File: src/rtl/blc_line_feeder_if.sv
// Handshake bundle between the sensor, the line feeder and the black-level-correction stage.
// master: the side driving sensor pixels and the correction-stage idle level; slave: the feeder.
interface blc_line_feeder_if #(
  parameter int DATA_WIDTH = 8
);
  logic                  s_valid;
  logic [DATA_WIDTH-1:0] s_data;
  logic                  s_ready;
  logic                  m_ready;
  logic                  m_valid;
  logic [DATA_WIDTH-1:0] m_data;

  modport master (
    output s_valid, s_data, m_ready,
    input  s_ready, m_valid, m_data
  );

  modport slave (
    input  s_valid, s_data, m_ready,
    output s_ready, m_valid, m_data
  );
endinterface

File: src/rtl/blc_line_feeder.sv
// Buffers sensor pixels and releases one whole line per burst to the black-level-correction stage.
// Optional watchdog on the post-burst handshake: define BLC_LINE_FEEDER_TIMEOUT_EN.
module blc_line_feeder #(
  parameter int DATA_WIDTH = 8,
  parameter int LINE_LEN   = 36,
  parameter int FIFO_DEPTH = 64,
  parameter int TIMEOUT    = 255
) (
  input  logic                          clk,
  input  logic                          rst_n,
  blc_line_feeder_if.slave              bus,
  output logic [$clog2(FIFO_DEPTH):0]   fifo_level,
  output logic                          busy,
  output logic                          timeout_err
);

  localparam int AW = $clog2(FIFO_DEPTH);
  localparam int LW = AW + 1;
  localparam int CW = $clog2(LINE_LEN);

  typedef enum logic [1:0] {
    IDLE,
    BURST,
    WAIT_LOW,
    WAIT_HIGH
  } state_t;

  state_t                state, state_next;
  logic [DATA_WIDTH-1:0] mem [FIFO_DEPTH];
  logic [AW-1:0]         wr_ptr, rd_ptr;
  logic [LW-1:0]         level;
  logic [CW-1:0]         beat;
  logic                  m_valid_q;
  logic [DATA_WIDTH-1:0] m_data_q;

  logic wr_en, rd_en, start, last_beat;

  assign bus.s_ready = (level < LW'(FIFO_DEPTH));
  assign wr_en       = bus.s_valid && bus.s_ready;
  // A burst only starts with a full line buffered, so popping every BURST cycle cannot underflow.
  assign rd_en       = (state == BURST);
  assign start       = (level >= LW'(LINE_LEN)) && bus.m_ready;
  assign last_beat   = (beat == CW'(LINE_LEN - 1));

  assign bus.m_valid = m_valid_q;
  assign bus.m_data  = m_data_q;
  assign fifo_level  = level;
  assign busy        = (state != IDLE);

  // NOTE: storage array has no reset; only pointers and level define what is valid.
  always_ff @(posedge clk) begin
    if (wr_en) mem[wr_ptr] <= bus.s_data;
  end

  // NOTE: sequential state uses non-blocking assignments so all registers update from pre-edge values.
  always_ff @(posedge clk or negedge rst_n) begin
    if (!rst_n) begin
      wr_ptr    <= '0;
      rd_ptr    <= '0;
      level     <= '0;
      beat      <= '0;
      m_valid_q <= 1'b0;
      m_data_q  <= '0;
    end else begin
      if (wr_en) wr_ptr <= wr_ptr + 1'b1;
      if (rd_en) begin
        rd_ptr   <= rd_ptr + 1'b1;
        m_data_q <= mem[rd_ptr];
      end
      m_valid_q <= rd_en;

      case ({wr_en, rd_en})
        2'b10:   level <= level + 1'b1;
        2'b01:   level <= level - 1'b1;
        default: level <= level;
      endcase

      if (rd_en && !last_beat) beat <= beat + 1'b1;
      else                     beat <= '0;
    end
  end

`ifdef BLC_LINE_FEEDER_TIMEOUT_EN
  localparam int WW = $clog2(TIMEOUT + 1);

  logic [WW-1:0] wd_cnt;
  logic          waiting, wd_expire, timeout_err_q;

  assign waiting     = (state == WAIT_LOW) || (state == WAIT_HIGH);
  // Counter holds cycles already spent waiting; the edge that would make it TIMEOUT leaves instead.
  assign wd_expire   = waiting && (wd_cnt == WW'(TIMEOUT - 1));
  assign timeout_err = timeout_err_q;

  always_ff @(posedge clk or negedge rst_n) begin
    if (!rst_n) begin
      wd_cnt        <= '0;
      timeout_err_q <= 1'b0;
    end else begin
      if (!waiting || (state_next != state)) wd_cnt <= '0;
      else                                   wd_cnt <= wd_cnt + 1'b1;
      timeout_err_q <= wd_expire;
    end
  end
`else
  assign timeout_err = 1'b0;
`endif

  always_ff @(posedge clk or negedge rst_n) begin
    if (!rst_n) state <= IDLE;
    else        state <= state_next;
  end

  // NOTE: next state defaults to the current one before the case, so no latch is inferred.
  always_comb begin
    state_next = state;
    case (state)
      IDLE:      if (start)        state_next = BURST;
      BURST:     if (last_beat)    state_next = WAIT_LOW;
      WAIT_LOW:  if (!bus.m_ready) state_next = WAIT_HIGH;
      WAIT_HIGH: if (bus.m_ready)  state_next = IDLE;
      default:                     state_next = IDLE;
    endcase
`ifdef BLC_LINE_FEEDER_TIMEOUT_EN
    if (wd_expire) state_next = IDLE;
`endif
  end

endmodule

File: src/flat_wrapper.sv
// flat-port wrapper written by rule: the top's interface ports become plain ports
module blc_line_feeder_flat 
#(
  parameter int DATA_WIDTH = 8,
  parameter int LINE_LEN   = 36,
  parameter int FIFO_DEPTH = 64,
  parameter int TIMEOUT    = 255
)
  (clk, rst_n, fifo_level, busy, timeout_err, bus_s_valid, bus_s_data, bus_m_ready, bus_s_ready, bus_m_valid, bus_m_data);
  blc_line_feeder_if #(.DATA_WIDTH(DATA_WIDTH)) bus_i ();
  input  logic clk;
  input  logic rst_n;
  output logic [$clog2(FIFO_DEPTH):0] fifo_level;
  output logic busy;
  output logic timeout_err;
  input wire logic [$bits(bus_i.s_valid)-1:0] bus_s_valid;
  input wire logic [$bits(bus_i.s_data)-1:0] bus_s_data;
  input wire logic [$bits(bus_i.m_ready)-1:0] bus_m_ready;
  output wire logic [$bits(bus_i.s_ready)-1:0] bus_s_ready;
  output wire logic [$bits(bus_i.m_valid)-1:0] bus_m_valid;
  output wire logic [$bits(bus_i.m_data)-1:0] bus_m_data;
  assign bus_i.s_valid = bus_s_valid;
  assign bus_i.s_data = bus_s_data;
  assign bus_i.m_ready = bus_m_ready;
  assign bus_s_ready = bus_i.s_ready;
  assign bus_m_valid = bus_i.m_valid;
  assign bus_m_data = bus_i.m_data;
  blc_line_feeder #(.DATA_WIDTH(DATA_WIDTH), .LINE_LEN(LINE_LEN), .FIFO_DEPTH(FIFO_DEPTH), .TIMEOUT(TIMEOUT)) u_core (.clk(clk), .rst_n(rst_n), .bus(bus_i), .fifo_level(fifo_level), .busy(busy), .timeout_err(timeout_err));
endmodule
File: config.mk
export PLATFORM = sky130hd
export DESIGN_NAME = blc_line_feeder_flat
export DESIGN_NICKNAME = d
export VERILOG_FILES = /design/src/rtl/blc_line_feeder_if.sv /design/src/rtl/blc_line_feeder.sv /design/src/flat_wrapper.sv
export SDC_FILE = /design/constraint.sdc
export NUM_CORES = 1
export LEC_CHECK = 0
export CORE_MARGIN = 2
export CORE_UTILIZATION = 59
export CTS_CLUSTER_SIZE = 16
export DETAILED_ROUTE_END_ITERATION = 16
export PLACE_DENSITY = 0.76
export REMOVE_ABC_BUFFERS = 1
export SKIP_CTS_REPAIR_TIMING = 1
export SYNTH_ARGS = -nofsm -noshare
export SYNTH_HDL_FRONTEND = slang
export SYNTH_SLANG_ARGS = --single-unit
File: constraint.sdc
create_clock -name clk -period 4.1 [get_ports clk]
set_input_delay 0.41 -clock clk [delete_from_list [all_inputs] [get_ports clk]]
set_output_delay 0.41 -clock clk [all_outputs]
set_load 0.01 [all_outputs]
==> results of run 1 <==
layout by cell type, fill, tap and decap left out, types with 7 or more instances in the layout:
master / instances
ha_1: 10
xnor2_1: 17
o22ai_1: 16
inv_1: 11
bufinv_16: 10
o21ai_0: 16
dfrtp_1: 33
mux2_2: 11
mux2i_1: 72
clkdlybuf4s50_1: 20
a21oi_1: 31
nor3_1: 10
mux4_2: 96
nor2_1: 78
a211oi_1: 8
a22oi_1: 24
o221ai_1: 10
nand2_1: 27
clkbuf_16: 51
nor2b_1: 24
buf_2: 9
buf_4: 15
o211ai_1: 17
edfxtp_1: 512
clkinv_2: 15
o32a_1: 9
nand2b_1: 8
nand3_1: 7
worst max-delay path, cell delays in order, from the launching register on:
cell and delay, ps:
dfrtp_1 400, nor2b_1 390, inv_1 290, nor2_1 320, nand3_1 540, nor2_1 800
worst paths after layout:
path	end	cells past startpoint	slack (ps)
worst max register to register	u_core.mem[22][3]$_DFFE_PP_	5	980
worst min-delay path	u_core.fifo_level[5]$_DFFE_PN0P_	1	-60
min in group clk	u_core.mem[25][3]$_DFFE_PP_	1	400
worst max-delay path	u_core.mem[22][3]$_DFFE_PP_	5	980
max in group asynchronous	u_core.rd_ptr[0]$_DFFE_PN0N_	1	3490
worst min register to register	u_core.beat[0]$_DFF_PN0_	1	460
per-stage QoR:
step | cell area, µm² | setup slack [ps] | cells
floorplan | 21400 | -1770 | 1083
global placement | 22400 | 660 | 1597
detailed placement | 22400 | 541 | 1597
CTS | 24200 | 953 | 1693
global route | 24200 | 842 | 1693
finish | 24200 | 979 | 1693
cells by family after synthesis:
group / count (synthesis) / share of synthesized area, %
flip-flops: 548 / 74.8
XOR/XNOR: 21 / 0.845
AO/OA/AOI/OAI: 139 / 4.37
buffers and inverters: 77 / 1.81
other: 1 / 0.0172
multiplexers: 179 / 13.8
adder cells (fa/ha/maj): 10 / 0.575
AND/OR/NAND/NOR: 174 / 3.75
layer usage:
layer  vias to the layer above  track usage, %  wire length (µm)
met3                        88            4.01              3710
met4                         0            8.98              1350
met5                         -               0                 0
li1                       4704               -                 -
met2                       543            40.1             22700
met1                      5675            35.5             18900
flip-flops by register name, summed over array words and instances (netlist names):
signal	cells
u_core.bus.m_valid	1
u_core.mem	512
u_core.beat	6
u_core.bus.m_data	8
u_core.wr_ptr	6
u_core.fifo_level	7
u_core.rd_ptr	6
u_core.state	2
report_power, final:
part	internal, W	switching [W]	total [W]
logic	0.00193	0.00215	0.00408
registers	0.00636	0.000528	0.00689
clock network	0.00296	0.00206	0.00502
final cells by class:
type                            count  share of cell area (%)
Clock buffer                       56                    5.44
Clock inverter                     40                    1.98
Inverter                           11                   0.171
Multi-Input combinational cell    524                    21.0
Sequential cell                   548                    67.3
Tap cell                          468                    2.42
Timing Repair Buffer               46                    1.64
==> metrics.csv, run 1 <==
stage,metric,value,unit
run_status,status,"complete, but fails checks",
run_status,violations,hold timing,
clock_tree,cts_tree,built,
layout,final_nets,1204,
synth,yosysSeqAreaShare,74.8,%
timing,rsz0062_at_grt,no,
place,hpwl,27800,µm
timing,clock.fmax,0.320,GHz
timing,max_slew_margin,22.8,%
worst_setup_path,worstPathArrival,3340,ps
route,drc,0,
route,routed_wl,46700,µm
layout,finalCoreUtilization,66.4,%
worst_setup_path,startpoint_type,register,
timing,worst_pin_slew,1160,ps
power_and_ir_drop,vdd_drop_max,0.000566,V
place,port_buffers,29,
worst_setup_path,critPathMaxFanout,11,
min_path,holdCritPathClass,input port to asynchronous set/reset pin,
clock_tree,htreeDepth,2,
floorplanning,pin_count,31,
timing,fin_tns_setup,0,ps
place,gp_congestion,0.903,
grt,overflow,0,
synth,synth.distinct_cells,45,
synth,yosys.cell_count.top_type,edfxtp_1,
layout,diodes,0,
synth,yosys.area.top_type,edfxtp_1,
grt,grt_usage,25.0,%
route,drtAntennaViolNets,0,
timing,clock_skew,17.8,ps
route,vias_per_cell,6.50,
floorplanning,core_region_area,0.0364,mm²
clock_tree,insertion_delay,590,ps
layout,n_fill_cell,2355,
layout,multi_input_area,0.00509,mm²
worst_setup_path,startpoint,u_core.fifo_level[6]$_DFFE_PN0P_,
clock_tree,cts_buffer_depth,3,
floorplanning,initial_core_util,59.7,%
grt,antenna_found_initial,0,
worst_setup_path,crit_type,register to register,
floorplanning,fp.dieH,196,µm
timing,finalMaxSlewViolations,0,
synth,syn_inst,1149,
floorplanning,die_w,196,µm
synth,syn_area_per_cell,18.9,µm²
route,drt-pass1-iter-count,5,
timing,period_minus_slack,3120,ps
timing,hold_slack,-59.9,ps
power_and_ir_drop,cellLeakagePower,7.81,nW
route,drt-initial-drc-count,1178,
power_and_ir_drop,p_total,0.0160,W
synth,synth_common_cells,"edfxtp_1 (512), mux4_2 (96), nor2_1 (78), mux2i_1 (72), dfrtp_1 (36)",
synth,synth_top_area_share,70.7,%
synth,synthFlopType,edfxtp_1,
run,maxCapViolations,0,
route,wl_per_cell,27.6,µm
synth,synth-edff-count,512,
grt,grt_max_degree,74,
layout,drive_gt1_share,18.8,%
clock_tree,root_buffer,clkbuf_16,
timing,setup_violations,0,
worst_setup_path,r2r-start,u_core.fifo_level[6]$_DFFE_PN0P_,
timing,finalHoldViolations,36,
worst_setup_path,worstSetupEndpointType,register,
clock_tree,cts.sinks,548,
layout,ff_latch_area,0.0163,mm²
synth,async_reset_ff_share,6.57,%
route,vias,11010,
power_and_ir_drop,power_density,661,mW/mm²
synth,syn_area,0.0218,mm²
worst_setup_path,critPathRequiredTime,4320,ps
clock_tree,cts_buffers,51,
timing,timing.final.crit_share,76.1,%
floorplanning,die_area,0.0384,mm²
floorplanning,fp-row-count,70,
layout,area_growth,11.2,%
synth,ys_warn_count,0,
clock_tree,clk_pin_slew,60,ps
grt,grt_pass1_vias,10929,
synth,synth-seq-cells,548,
synth,synth_area_leaders,"edfxtp_1 (71%), mux4_2 (9.9%), dfrtp_1 (4.1%)",
grt,grt_first_pass_wirelength,69800,µm
Power figures use the tool's default switching activity.
==> run 2: changes to the inputs <==
--- a/config.mk
+++ b/config.mk
@@ -6,10 +6,10 @@
 export NUM_CORES = 1
 export LEC_CHECK = 0
 export CORE_MARGIN = 2
-export CORE_UTILIZATION = 59
+export CORE_UTILIZATION = 56
 export CTS_CLUSTER_SIZE = 16
 export DETAILED_ROUTE_END_ITERATION = 16
-export PLACE_DENSITY = 0.76
+export PLACE_DENSITY = 0.75
 export REMOVE_ABC_BUFFERS = 1
 export SKIP_CTS_REPAIR_TIMING = 1
 export SYNTH_ARGS = -nofsm -noshare
==> constraint.sdc (replaced) <==
create_clock -name clk -period 2.6 [get_ports clk]
set_input_delay 0.26 -clock clk [delete_from_list [all_inputs] [get_ports clk]]
set_output_delay 0.26 -clock clk [all_outputs]
set_load 0.01 [all_outputs]
==> metrics.csv, run 2 (synthesized netlist as in run 1, its figures left out) <==
stage,metric,value,unit,change
layout,diodes,0,,unchanged
min_path,holdCritPathClass,input port to register,,
place,port_buffers,29,,unchanged
place,placed_area,0.0233,mm²,+4.2%
min_path,hp-start,bus_s_data[7],,
place,dp_slack,-5.77,ps,-547 ps
layout,final_area,0.0251,mm²,+3.7%
grt,antenna_found_initial,2,,+2
power_and_ir_drop,p_int,0.0180,W,+60%
layout,area_growth,15.3,%,
place,hpwl,28100,µm,+1.1%
clock_tree,root_buffer,clkbuf_16,,
min_path,holdPathStages,2,,
worst_setup_path,startpoint_type,register,,
run_status,status,finished clean,,
power_and_ir_drop,vdd_drop_max,0.000497,V,-12%
clock_tree,insertion_delay,570,ps,-20 ps
floorplanning,die_w,201,µm,+2.6%
layout,regMostFlops,u_core.mem,,
clock_tree,cts.sinks,548,,unchanged
worst_setup_path,worstRegToRegCells,6,,+1
timing,timing.final.crit_share,95.6,%,+19 points
floorplanning,die_area,0.0404,mm²,+5.2%
min_path,min_to,u_core.mem[25][7]$_DFFE_PP_,,
grt,grt_first_pass_wirelength,70000,µm,+0.33%
floorplanning,initial_core_util,56.6,%,-3.2 points
power_and_ir_drop,p_comb_share,28.9,%,+3.4 points
route,wl_per_cell,24.8,µm,-9.9%
layout,final_nets,1309,,+8.7%
clock_tree,cts_buffer_depth,3,,unchanged
grt,overflow,0,,unchanged
route,routed_wl,45900,µm,-1.7%
layout,final_common_cell,edfxtp_1,,
route,vias_per_cell,6.09,,-6.3%
power_and_ir_drop,p_seq_share,41.5,%,-1.6 points
floorplanning,pin_count,31,,unchanged
timing,max_slew_margin,33.6,%,+11 points
route,drt-initial-drc-count,1203,,+2.1%
worst_setup_path,r2r_end,u_core.bus.m_data[1]$_DFFE_PN0N_,,
grt,grt_max_degree,65,,-12%
layout,largest_register_ffs,512,,unchanged
timing,hold_slack,183,ps,+243 ps
timing,finalHoldViolations,0,,-100%
grt,grt_usage,23.0,%,-1.9 points
route,vias,11249,,+2.2%
clock_tree,cts_tree,built,,
floorplanning,fp-row-count,72,,+2.9%
timing,setup_slack,114,ps,-865 ps
worst_setup_path,critPathRequiredTime,3050,ps,-1270 ps
timing,worst_pin_slew,996,ps,-162 ps
worst_setup_path,worstSetupEndpointType,register,,
power_and_ir_drop,clockPowerShare,29.7,%,-1.7 points
run,maxCapViolations,0,,unchanged
worst_setup_path,critPathMaxFanout,14,,+3
timing,clock.fmax,0.402,GHz,+26%
route,drtAntennaViolNets,0,,unchanged
clock_tree,cts_buffers,51,,unchanged
clock_tree,htreeDepth,2,,unchanged
layout,stdcell_count,1847,,+9.1%
timing,rsz0062_at_grt,no,,
power_and_ir_drop,swShare,29.2,%,-0.40 points
worst_setup_path,worstPathArrival,2930,ps,-410 ps
timing,period_minus_slack,2490,ps,-635 ps
worst_setup_path,r2r-start,u_core.rd_ptr[0]$_DFFE_PN0N_,,
place,dp.cells,1748,,+9.5%
worst_setup_path,reg2reg_slack,110,ps,-870 ps
place,gp_congestion,0.846,,-6.4%
power_and_ir_drop,cellLeakagePower,8.35,nW,+6.8%
clock_tree,clk_pin_slew,60,ps,about the same
layout,n_fill_cell,2493,,+5.9%
layout,final_cell_mix,"edfxtp_1 (512), buf_4 (109), mux4_2 (96), nor2_1 (78), mux2i_1 (72)",,
layout,finalCoreUtilization,65.2,%,-1.2 points
timing,setup_violations,0,,unchanged
floorplanning,fp.dieH,201,µm,+2.6%
route,drt-pass1-iter-count,5,,unchanged
power_and_ir_drop,p_switching,0.00742,W,+57%
grt,grt_pass1_vias,11441,,+4.7%
worst_setup_path,crit_type,register to register,,
floorplanning,core_region_area,0.0385,mm²,+5.6%
timing,clock_skew,17.5,ps,-0.275 ps
timing,finalMaxSlewViolations,0,,unchanged
power_and_ir_drop,power_density,1010,mW/mm²,+53%
route,drc,0,,unchanged
layout,drive_gt1_share,24.2,%,+5.5 points
run 2: changes by cell type in the layout (fill, tap and decap cells not counted):
| cell | before | now |
|---|---|---|
| clkinv_1 | 5 | 4 |
| clkinv_4 | 3 | 0 |
| clkinv_2 | 15 | 11 |
| clkbuf_16 | 51 | 52 |
| buf_4 | 15 | 109 |
| clkbuf_8 | 2 | 3 |
| clkbuf_1 | 3 | 14 |
| inv_6 | 5 | 1 |
| dlygate4sd3_1 | 0 | 2 |
| clkinv_8 | 0 | 1 |
| bufinv_16 | 10 | 7 |
| buf_12 | 2 | 11 |
run 2: power by group through the flow:
| stage | registers, W | clock network [W] | logic, W |
|---|---|---|---|
| global route | 0.0106 | 0.00800 | 0.00787 |
| global placement | 0.0108 | 0 | 0.00708 |
| finish | 0.0105 | 0.00753 | 0.00733 |
| floorplan | 0.0112 | 0 | 0.00386 |
| CTS | 0.0106 | 0.00764 | 0.00726 |
| detailed placement | 0.0108 | 0 | 0.00720 |
run 2: worst max path at each step:
stage	end	from	cells after the start	slack (ps)
3_5_place_dp	u_core.bus.m_data[6]$_DFFE_PN0N_	u_core.rd_ptr[0]$_DFFE_PN0N_	9	-6
4_1_cts	u_core.bus.m_data[6]$_DFFE_PN0N_	u_core.rd_ptr[0]$_DFFE_PN0N_	9	-50
3_3_place_gp	u_core.mem[48][1]$_DFFE_PP_	bus_s_valid	8	60
2_1_floorplan	u_core.bus.m_data[6]$_DFFE_PN0N_	u_core.rd_ptr[0]$_DFFE_PN0N_	4	-3270
6_report	u_core.bus.m_data[1]$_DFFE_PN0N_	u_core.rd_ptr[0]$_DFFE_PN0N_	6	110
5_1_grt	u_core.bus.m_data[3]$_DFFE_PN0N_	u_core.rd_ptr[2]$_DFFE_PN0N_	5	30
run 2: worst max-delay path: stages, from the launching register on:
cell and delay [ps]:
dfrtp_4 450, buf_4 300, mux4_2 560, nor2b_1 140, a211oi_1 420, nor3_1 140
o32a_1 350
run 2: layer usage:
| metal | part of all wire (%) | GRT usage (%) | up-vias |
|---|---|---|---|
| met5 | 0 | 0 | - |
| met4 | 2.1 | 5.58 | 0 |
| met3 | 8.0 | 4.16 | 79 |
| met2 | 50 | 38.4 | 479 |
| met1 | 40 | 32.1 | 5789 |
| li1 | - | - | 4902 |
run 2: final cells by class:
| cell class | instances | area (µm²) | area share [%] |
|---|---|---|---|
| Clock buffer | 69 | 1400 | 5.56 |
| Timing Repair Buffer | 151 | 1300 | 5.20 |
| Clock inverter | 26 | 320 | 1.28 |
| Tap cell | 518 | 648 | 2.58 |
| Inverter | 11 | 41.3 | 0.165 |
| Multi-Input combinational cell | 524 | 5090 | 20.3 |
| Sequential cell | 548 | 16300 | 64.9 |
run 2: through the flow:
step / total power (W) / setup TNS, ps
2_1_floorplan: 0.0150 / -41010
3_3_place_gp: 0.0178 / 0
3_5_place_dp: 0.0180 / -5.77
4_1_cts: 0.0255 / -57.0
5_1_grt: 0.0264 / 0
6_report: 0.0254 / 0
